## src/rtl/fb_arbiter_pkg.sv

```systemverilog
// Shared VGA/framebuffer constants and the RAM slot type used by the framebuffer arbiter.
package fb_arbiter_pkg;

  localparam int H_ACTIVE   = 640;
  localparam int V_ACTIVE   = 480;
  localparam int FB_ADDR_W  = 19;
  localparam int FB_DATA_W  = 12;
  localparam int PX_DIV     = 4;
  localparam int FIFO_DEPTH = 2;

  typedef enum logic [1:0] {
    SLOT_IDLE  = 2'd0,
    SLOT_READ  = 2'd1,
    SLOT_WRITE = 2'd2
  } slot_e;

endpackage

```

## src/rtl/fifo2.sv

```systemverilog
// Two-entry register FIFO with the head always visible on dout.
// A push while full or a pop while empty is ignored.
module fifo2 #(
  parameter int W = 31
) (
  input  logic         clk,
  input  logic         rst_n,
  input  logic         push,
  input  logic         pop,
  input  logic [W-1:0] din,
  output logic [W-1:0] dout,
  output logic [1:0]   count,
  output logic         full,
  output logic         empty
);

  logic [W-1:0] mem [2];
  logic         wr_ptr;
  logic         rd_ptr;
  logic         do_push;
  logic         do_pop;

  assign full    = (count == 2'd2);
  assign empty   = (count == 2'd0);
  assign do_push = push & ~full;
  assign do_pop  = pop & ~empty;
  assign dout    = mem[rd_ptr];

  always_ff @(posedge clk or negedge rst_n) begin
    if (!rst_n) begin
      mem[0] <= '0;
      mem[1] <= '0;
      wr_ptr <= 1'b0;
      rd_ptr <= 1'b0;
      count  <= 2'd0;
    end else begin
      if (do_push) begin
        mem[wr_ptr] <= din;
        wr_ptr      <= ~wr_ptr;
      end
      if (do_pop) begin
        rd_ptr <= ~rd_ptr;
      end
      count <= count + {1'b0, do_push} - {1'b0, do_pop};
    end
  end

endmodule

```

## src/rtl/fb_arbiter.sv

```systemverilog
// Shares one single-port framebuffer RAM between VGA scanout reads (hard priority)
// and a buffered pixel writer that fills every RAM cycle the scanout leaves free.
module fb_arbiter
  import fb_arbiter_pkg::*;
#(
  parameter int ADDR_W = FB_ADDR_W,
  parameter int DATA_W = FB_DATA_W,
  parameter int RD_LAT = 1,
  parameter int PX_DIV = fb_arbiter_pkg::PX_DIV
) (
  input  logic              clk,
  input  logic              i_arst_n,
  input  logic              i_px_clk,
  input  logic              i_disp_en,
  input  logic [ADDR_W-1:0] i_disp_addr,
  output logic [DATA_W-1:0] o_disp_data,
  output logic              o_disp_valid,
  input  logic              i_wr_valid,
  input  logic [ADDR_W-1:0] i_wr_addr,
  input  logic [DATA_W-1:0] i_wr_data,
  output logic              o_wr_ready,
  output logic              o_ram_en,
  output logic              o_ram_we,
  output logic [ADDR_W-1:0] o_ram_addr,
  output logic [DATA_W-1:0] o_ram_wdata,
  input  logic [DATA_W-1:0] i_ram_rdata,
  input  logic              i_clr_err,
  output logic              o_overlap_err
);

  localparam int WORD_W = ADDR_W + DATA_W;

  generate
    if (RD_LAT < 1 || RD_LAT + 2 > PX_DIV) begin : g_bad_rd_lat
      $error("fb_arbiter: RD_LAT must be at least 1 and RD_LAT+2 must not exceed PX_DIV");
    end
    if ((2 ** ADDR_W) < H_ACTIVE * V_ACTIVE) begin : g_bad_addr_w
      $error("fb_arbiter: ADDR_W too small to address the visible framebuffer");
    end
  endgenerate

  slot_e             slot_next;
  logic              disp_req;
  logic              wr_fire;
  logic              issue_wr;
  logic              fifo_push;
  logic              fifo_pop;
  logic              fifo_empty;
  logic              fifo_full;
  logic [1:0]        fifo_count;
  logic [1:0]        count_next;
  logic [WORD_W-1:0] fifo_head;
  logic [WORD_W-1:0] wr_word;
  logic [RD_LAT:0]   rd_pipe;

  assign disp_req = i_px_clk & i_disp_en;
  assign wr_fire  = i_wr_valid & o_wr_ready;

  // The scanout claims the next RAM cycle outright; otherwise any pending or incoming write takes it.
  always_comb begin
    slot_next = SLOT_IDLE;
    if (disp_req) begin
      slot_next = SLOT_READ;
    end else if (!fifo_empty || wr_fire) begin
      slot_next = SLOT_WRITE;
    end
  end

  // With nothing queued, an accepted write goes straight to the RAM and never occupies the FIFO.
  assign issue_wr   = (slot_next == SLOT_WRITE);
  assign wr_word    = fifo_empty ? {i_wr_addr, i_wr_data} : fifo_head;
  assign fifo_push  = wr_fire & ~fifo_full & ~(fifo_empty & issue_wr);
  assign fifo_pop   = issue_wr & ~fifo_empty;
  assign count_next = fifo_count + {1'b0, fifo_push} - {1'b0, fifo_pop};

  fifo2 #(
    .W(WORD_W)
  ) u_wr_fifo (
    .clk  (clk),
    .rst_n(i_arst_n),
    .push (fifo_push),
    .pop  (fifo_pop),
    .din  ({i_wr_addr, i_wr_data}),
    .dout (fifo_head),
    .count(fifo_count),
    .full (fifo_full),
    .empty(fifo_empty)
  );

  // RAM command, read-tracking pipe, pixel capture, writer handshake and the sticky overlap flag.
  always_ff @(posedge clk or negedge i_arst_n) begin
    if (!i_arst_n) begin
      o_ram_en      <= 1'b0;
      o_ram_we      <= 1'b0;
      o_ram_addr    <= '0;
      o_ram_wdata   <= '0;
      rd_pipe       <= '0;
      o_disp_valid  <= 1'b0;
      o_disp_data   <= '0;
      o_wr_ready    <= 1'b0;
      o_overlap_err <= 1'b0;
    end else begin
      o_ram_en <= (slot_next != SLOT_IDLE);
      o_ram_we <= issue_wr;
      if (slot_next == SLOT_READ) begin
        o_ram_addr <= i_disp_addr;
      end else if (issue_wr) begin
        o_ram_addr  <= wr_word[WORD_W-1 -: ADDR_W];
        o_ram_wdata <= wr_word[DATA_W-1:0];
      end
      rd_pipe      <= {rd_pipe[RD_LAT-1:0], disp_req};
      o_disp_valid <= rd_pipe[RD_LAT];
      if (rd_pipe[RD_LAT]) begin
        o_disp_data <= i_ram_rdata;
      end
      o_wr_ready <= (count_next < 2'(FIFO_DEPTH));
      if (i_px_clk && (|rd_pipe)) begin
        o_overlap_err <= 1'b1;
      end else if (i_clr_err) begin
        o_overlap_err <= 1'b0;
      end
    end
  end

endmodule

```

## config.mk

```make
export PLATFORM = sky130hd
export DESIGN_NAME = fb_arbiter
export DESIGN_NICKNAME = d
export VERILOG_FILES = /design/src/rtl/fb_arbiter_pkg.sv /design/src/rtl/fifo2.sv /design/src/rtl/fb_arbiter.sv
export SDC_FILE = /design/constraint.sdc
export NUM_CORES = 1
export LEC_CHECK = 0
export CAP_MARGIN = 10
export CORE_MARGIN = 2
export CORE_UTILIZATION = 40
export CTS_BUF_LIST = sky130_fd_sc_hd__clkbuf_4 sky130_fd_sc_hd__clkbuf_8
export CTS_CLUSTER_DIAMETER = 60
export DETAILED_ROUTE_END_ITERATION = 10
export HOLD_SLACK_MARGIN = 0.03
export PLACE_DENSITY = 0.68
export SYNTH_ARGS = -nofsm -noshare
export SYNTH_HDL_FRONTEND = slang
export SYNTH_SLANG_ARGS = --single-unit
```

## constraint.sdc

```tcl
create_clock -name clk -period 4.05 [get_ports clk]
set_input_delay 0.81 -clock clk [delete_from_list [all_inputs] [get_ports clk]]
set_output_delay 0.81 -clock clk [all_outputs]
set_load 0.02 [all_outputs]
```

Yosys cells after proc, flatten, opt, wreduce, memory -nomap -nowiden
Cells that the tools add are included.
- memories: 0
- latch bits: 0
- RAM bits: 0
- output and inout bits: 48
- word-level logic and storage cells: 64
- memory bits (read-only): 0
- register bits after elaboration: 116
- $lt $le $gt $ge: 4
- multipliers: 0
- mux-type cells: 13
- bitwise logic cells: 16
- shifts and indexed selects: 0
- equality and inequality tests: 3
- add/sub/neg operators: 4
- reduce and logical (&&, ||, !) cells: 10
- divide/modulo/power cells: 0
- operators with widths (operator ; count):
    $mux W31 ; 5
    $bwmux W62 ; 1
    $mux W19 ; 2
    $demux W31 S1 ; 1
    $and A1 B1 Y1 ; 8
    $not A1 Y1 ; 6
    $reduce_bool A2 Y1 ; 3
    $add A2 B1 Y2 ; 2
    $eq A2 B2 Y1 const B ; 2
    $ge A2 B2 Y1 const B ; 2
    $mux W2 ; 2
    $not A1 Y2 ; 2
    $sub A2 B1 Y2 ; 2
    $eq A2 B1 Y1 const B ; 1
    $logic_and A1 B1 Y1 ; 2
    $logic_not A2 Y1 ; 1
    $lt A2 B1 Y1 const B ; 1
    $lt A2 B2 Y1 const B ; 1
    $mux W1 ; 2
    $reduce_and A2 Y1 ; 1
    $reduce_or A2 Y1 ; 1
    $logic_not A1 Y1 ; 1
    $logic_or A1 B1 Y1 ; 1

Depth between registers and ports, before layout
Gate-level depths: netlist of run 1.
- depth in word-level cells: 12
- mapped depth: 8
- mapped depth without buffers: 6

Hierarchy
Synthesis of run 1 repeated with hierarchy kept, for this count alone.
- cell total of the unflattened synthesis: 375
- area, all modules: 5512.8 um^2
- by module, submodules not included (module ; cells each ; instances ; area an instance (um^2)):
    fifo2 ; 184 ; 1 ; 3055.4
    fb_arbiter ; 191 ; 1 ; 2457.4

Worst setup path before layout of run 1
Ideal clock, no wire load.
- kind: in2reg
- from: input port i_px_clk
- to: register o_wr_ready
- data arrival time: 1845 ps
- path slack: 2068 ps
- data required time: 3913 ps
- stages: 7
- path through: o2bb2ai_1 > inv_1 > buf_2 > ha_1 > inv_1 > o211ai_1 > xor2_1
- cells in the longest elaborated chain, start to end: 9
- elaborated cells on any way between the ends: 10
- those cells by class: add/sub: 2; order compare: 1; eq/ne: 1; mux: 1; bitwise: 5
- ends and longest elaborated chain (item ; RTL line ; source):
    start: declaration ; fb_arbiter.sv:13 ; input logic i_px_clk,
    $and A1 B1 Y1 (*) ; fb_arbiter.sv:56 ; assign disp_req = i_px_clk & i_disp_en;
    $mux W2 (*) ; fb_arbiter.sv:62 ; if (disp_req) begin
    $eq A2 B2 Y1 (*) ; fb_arbiter.sv:70 ; assign issue_wr = (slot_next == SLOT_WRITE);
    $and A1 B1 Y1 ; fb_arbiter.sv:72 ; assign fifo_push = wr_fire & ~fifo_full & ~(fifo_empty & issue_wr);
    $not A1 Y1 ; fb_arbiter.sv:72 ;
    $and A1 B1 Y1 ; fb_arbiter.sv:72 ;
    $add A2 B1 Y2 ; fb_arbiter.sv:74 ; assign count_next = fifo_count + {1'b0, fifo_push} - {1'b0, fifo_pop};
    $sub A2 B1 Y2 (*) ; fb_arbiter.sv:74 ;
    $lt A2 B2 Y1 (*) ; fb_arbiter.sv:116 ; o_wr_ready <= (count_next < 2'(FIFO_DEPTH));
    end signal: assignment ; fb_arbiter.sv:116 ;
    end: declaration ; fb_arbiter.sv:21 ; output logic o_wr_ready,
Every way passes the cells marked *; elsewhere a longest branch is shown, timed or not.
A chain may end at the register's enable or synchronous reset.

Worst setup path after layout of run 1
Same ends and word-level chain as after synthesis.

==> impl_metrics.yaml, run 1 <==
yosys:
  synth_fp_nets: 425
  syn_inst: 356
  avgSynthCellArea_sq_um: 14.5
  synth_warnings: 0
  seq_area_frac_synth: 0.563
  yosysUniqueCellTypes: 28
  netlist_area_sq_um: 5160
  synth_seq_cells: 116
cells_and_area:
  syn_to_final_growth_pct: 32.4
  fillers: 1094
  drive_gt1_frac: 0.282
  utilization: 0.541
  antenna_cells: 0
  num-nets-final: 540
floorplan:
  fp.dieArea_sq_um: 13800
  core-area_sq_um: 12600
  die_y_um: 118
  num_rows: 41
  start_util: 0.409
  io_pins: 116
  die_w_um: 118
setup_path:
  crit_fanout: 20
  startpoint_type: "primary input"
  worstPathArrival_ps: 3000
  reg2reg_from: "u_wr_fifo.count[0]"
  r2r_slack_ps: 1750
  r2r_cells: 7
  r2r-end: "o_wr_ready"
  cp-end-kind: "flop"
  cp.required_ps: 4330
  critPathKind: "in -> reg"
route:
  routed_wirelength_mm: 11.2
  viasPerCell: 5.09
  firstDrtPassIters: 5
  ant_nets: 0
  wire_per_inst_um: 17.0
  first_iter_violations: 193
  dr_total_vias: 3333
  drcViolationCount: 0
clocking:
  cts_max_level: 4
  ctsResizeCount: 0
  cts_buffers: 17
  cts_tree: "built"
  cts_root_buf: "clkbuf_8"
  path_clk_slew_ps: 70
  clock_latency_ps: 420
  clock_path_buffers: 2
  cts_setup_buffers: 0
  cts.hold.buffers_added: 0
  clkSinkCount: 116
power_and_ir_drop:
  finalPower_mw: 5.37
  ir_drop_mv: 0.284
  power_per_cell_area_nw_per_um2: 786
  leakage_nw: 3.00
min_path:
  hp-start: "rd_pipe[0]"
  holdPathEnd: "rd_pipe[1]"
  min_path_cells: 0
  holdCritPathClass: "reg -> reg"
sta:
  max_freq_ghz: 0.367
  slew_headroom: 0.388
  slew_viol_final: 0
  period_share: 0.672
  worst_pin_slew_ps: 918
  final_hold_viol_count: 0
  fin_worst_skew_ps: 10.9
  worst_slack_ps: 1330
  setup-tns-final_ps: 0
  period_minus_slack_ps: 2720
  setup_viol: 0
  grt_setup_unrepaired: "no"
global_route:
  track_usage: 0.170
  grt_pass1_wl_mm: 18.6
  grt-ovfl-total: 0
  grt_antenna_before_repair: 0
  grt_max_degree: 64
  grt_pass1_vias: 3529
placed_design:
  numPortBuffers: 115
  place_ws_ps: 877
  routabilityCongestion: 0.741
  dp_hpwl_mm: 7.16
flow_run:
  cap_violations: 0
run_status:
  status: "complete, no violations"
-- registers in the layout (all words and copies together) (netlist names) --
signal / count
rd_pipe: 2
o_disp_valid: 1
o_disp_data: 12
u_wr_fifo.count: 2
o_ram_en: 1
u_wr_fifo.mem: 62
o_ram_we: 1
o_overlap_err: 1
o_wr_ready: 1
u_wr_fifo.rd_ptr: 1
o_ram_addr: 19
u_wr_fifo.wr_ptr: 1
o_ram_wdata: 12
-- synth_stat cells, drive strengths merged --
master,count,area share
dfrtp,116,0.56
mux2,93,0.22
o21ai,22,0.021
a22oi,19,0.028
a2bb2oi,19,0.032
buf,15,0.028
nor2,13,0.0095
a221o,12,0.023
mux2i,12,0.023
clkbuf,10,0.0075
inv,6,0.0044
xnor2,4,0.0068
and2,3,0.0036
o211ai,3,0.0097
nand2,2,0.0015
xor2,2,0.0034
a211oi,1,0.0015
a21o,1,0.0015
and3b,1,0.0024
ha,1,0.0024
o2bb2ai,1,0.0017
-- cell type report --
type                    count  area, sq um  area share
clock buffers              22          290      0.0425
clock inverters             9          128      0.0187
inverters                   6         22.5     0.00330
multi-input cells         209         2050       0.300
flip-flops and latches    116         2900       0.425
well taps                 172          215      0.0315
repair buffers            121         1220       0.178
-- report_power, final --
group	leakage (nW)	internal, mW	switching (mW)
clock	0.208	0.665	0.457
combinational	1.40	1.29	0.892
sequential	1.39	1.69	0.368
total	3.00	3.65	1.72
-- routing by layer --
metal  share of wire  global-route usage  vias up  wire length, um
met5               0                   0        -                0
met3           0.042              0.0431       14              472
met1            0.47               0.231     1684             5200
li1                -                   -     1544                -
met4           0.018              0.0587        0              204
met2            0.47               0.265       91             5290
-- cells by family (layout without fill, tap and decap cells) --
group,count (synthesis),count (layout),synth area share
flip-flops,116,116,0.563
multiplexers,105,105,0.248
buffers and inverters,31,158,0.0403
XOR/XNOR,6,6,0.0102
AND/OR/NAND/NOR,19,19,0.0170
adder cells (fa/ha/maj),1,1,0.00243
AO/OA/AOI/OAI,78,78,0.119
-- stage by stage --
| step | area (sq um) | hold WS (ps) | cells |
|---|---|---|---|
| after detailed placement | 6410 | 359 | 624 |
| after global placement | 6410 | 356 | 624 |
| after global routing | 6830 | 380 | 655 |
| final | 6830 | 384 | 655 |
| after CTS | 6830 | 380 | 655 |
| after floorplan | 5160 | 349 | 356 |
-- layout by cell type, fill, tap and decap left out, types with 5 or more instances in the layout --
master,instances
dfrtp_1,115
clkdlybuf4s50_1,114
mux2_2,63
mux2_4,30
o21ai_0,22
clkbuf_8,20
a22oi_1,19
a2bb2oi_1,19
nor2_1,13
mux2i_1,12
a221o_1,12
inv_1,6
buf_4,5
-- worst max-delay path by stage --
stage / startpoint / to
after global routing: i_px_clk / o_wr_ready
final: i_px_clk / o_wr_ready
after CTS: i_px_clk / o_wr_ready
after detailed placement: i_px_clk / o_wr_ready
after global placement: i_px_clk / o_wr_ready
after floorplan: i_px_clk / o_wr_ready
-- critical path, cell delays in order --
cell and delay (ps):
clkdlybuf4s50_1 510, o2bb2ai_1 170, buf_4 200, inv_1 560, ha_1 360, inv_1 80
o211ai_1 130, xor2_1 170
No activity file was read; power rests on OpenSTA's default activity.
==> run 2, diff against run 1 <==
==> constraint.sdc (replaced) <==
create_clock -name clk -period 2.7 [get_ports clk]
set_input_delay 0.54 -clock clk [delete_from_list [all_inputs] [get_ports clk]]
set_output_delay 0.54 -clock clk [all_outputs]
set_load 0.02 [all_outputs]
==> impl_metrics.yaml, run 2 (synthesis gave the netlist of run 1 again) <==
floorplan:
  core-area_sq_um: 12600
  start_util: 0.409
  fp.dieArea_sq_um: 13800
  io_pins: 116
  die_w_um: 118
  num_rows: 41
  die_y_um: 118
route:
  viasPerCell: 5.16
  dr_total_vias: 3423
  first_iter_violations: 227
  wire_per_inst_um: 17.5
  ant_nets: 0
  firstDrtPassIters: 4
  drcViolationCount: 0
  routed_wirelength_mm: 11.6
setup_path:
  cp-end-kind: "primary output"
  cp.required_ps: 2160
  cp_slowest_cell: "clkdlybuf4s50_1"
  critPathKind: "reg -> out"
  crit_fanout: 2
  crit_start: "o_ram_wdata[11]"
  worstPathArrival_ps: 1420
  cpPeakStageDelay_ps: 610
  path_buf_inv: 1
  critPathTopFamily: "buffers and inverters"
  reg2reg_from: "u_wr_fifo.rd_ptr"
  startpoint_type: "flop"
  crit_chain: "clkdlybuf4s50_1"
run_status:
  status: "complete, no violations"
sta:
  slew_headroom: 0.421
  worst_pin_slew_ps: 869
  final_hold_viol_count: 0
  max_freq_ghz: 0.512
  slew_viol_final: 0
  period_minus_slack_ps: 1960
  setup-tns-final_ps: 0
  fin_worst_skew_ps: 16.7
  period_share: 0.724
  grt_setup_unrepaired: "no"
  setup_viol: 0
cells_and_area:
  drive_gt1_frac: 0.293
  fin_area_sq_um: 6900
  antenna_cells: 0
  final_common_cell: "dfrtp_1"
  num-nets-final: 547
  final_cell_mix: "dfrtp_1, clkdlybuf4s50_1, mux2_2"
  regMostFlops: "u_wr_fifo.mem"
  syn_to_final_growth_pct: 33.8
  top_regs: "u_wr_fifo.mem: 62 flops, o_ram_addr: 19 flops"
  fillers: 1081
  largest_reg_flops: 62
global_route:
  grt_pass1_vias: 3729
  global_route.peak_usage_layer: "met2"
  grtUsageMet1: 0.229
  met3_usage: 0.0489
  track_usage: 0.178
  grt_antenna_before_repair: 0
  grt_max_degree: 54
  grt-ovfl-total: 0
  grt_pass1_wl_mm: 19.4
  met2_usage: 0.299
power_and_ir_drop:
  power_per_cell_area_nw_per_um2: 1180
  ir_drop_mv: 0.500
  leakage_nw: 3.03
clocking:
  cts_tree: "built"
  clkSinkCount: 116
  clock_path_buffers: 2
  cts_root_buf: "clkbuf_8"
  cts.hold.buffers_added: 0
  cts_max_level: 4
  path_clk_slew_ps: 80
  cts_buffers: 17
  clock_latency_ps: 430
  ctsResizeCount: 0
  cts_setup_buffers: 0
placed_design:
  routabilityCongestion: 0.733
  dp_hpwl_mm: 7.77
  numPortBuffers: 115
  place_area_sq_um: 6480
flow_run:
  cap_violations: 0
min_path:
  holdCritPathClass: "in -> async"
-- run 2: cell count changes in the layout (fill, tap and decap cells not counted), sizes merged --
cell | previous run | this run
clkinv | 3 | 6
buf | 7 | 14
inv | 6 | 8
clkbuf | 22 | 18
-- run 2: path summary, 6_finish.rpt --
| check | to | slack, ps | cells after the start |
|---|---|---|---|
| worst max register to register | o_ram_addr[6] | 950 | 3 |
| worst min-delay path | o_disp_valid | 90 | 1 |
| max in group asynchronous | o_ram_addr[1] | 1850 | 2 |
| min in group clk | rd_pipe[1] | 370 | 0 |
| worst max-delay path | o_ram_wdata[11] | 740 | 1 |
| worst min register to register | rd_pipe[1] | 370 | 0 |
-- run 2: layer usage --
| layer | up-vias | wire [um] |
|---|---|---|
| met5 | - | 0 |
| met4 | 0 | 92 |
| met3 | 7 | 501 |
| met2 | 92 | 5840 |
| met1 | 1765 | 5150 |
| li1 | 1559 | - |
-- run 2: cell type report --
class / instances / area (sq um) / share of cell area
sequential: 116 / 2900 / 0.421
multi-input combinational: 209 / 2050 / 0.297
timing repair buffer: 128 / 1280 / 0.186
clock buffer: 18 / 241 / 0.0350
tap: 172 / 215 / 0.0312
clock inverter: 14 / 179 / 0.0259
inverter: 6 / 22.5 / 0.00327
-- run 2: power by group --
| group | switching (mW) | leakage (nW) | internal [mW] |
|---|---|---|---|
| registers | 0.559 | 1.39 | 2.53 |
| logic | 1.38 | 1.44 | 1.98 |
| clock network | 0.748 | 0.203 | 0.933 |
| total | 2.69 | 3.03 | 5.45 |
-- run 2: stage by stage --
step | instances | utilization | total power [mW] | worst slack (ps) | hold WS (ps)
after global routing | 663 | 0.547 | 8.64 | 667 | 106
final | 663 | 0.547 | 8.14 | 745 | 92.1
after detailed placement | 631 | 0.513 | 6.50 | 347 | 357
after CTS | 663 | 0.547 | 8.22 | 718 | 87.2
after floorplan | 356 | - | 5.35 | 962 | 244
after global placement | 631 | 0.513 | 6.39 | 394 | 355
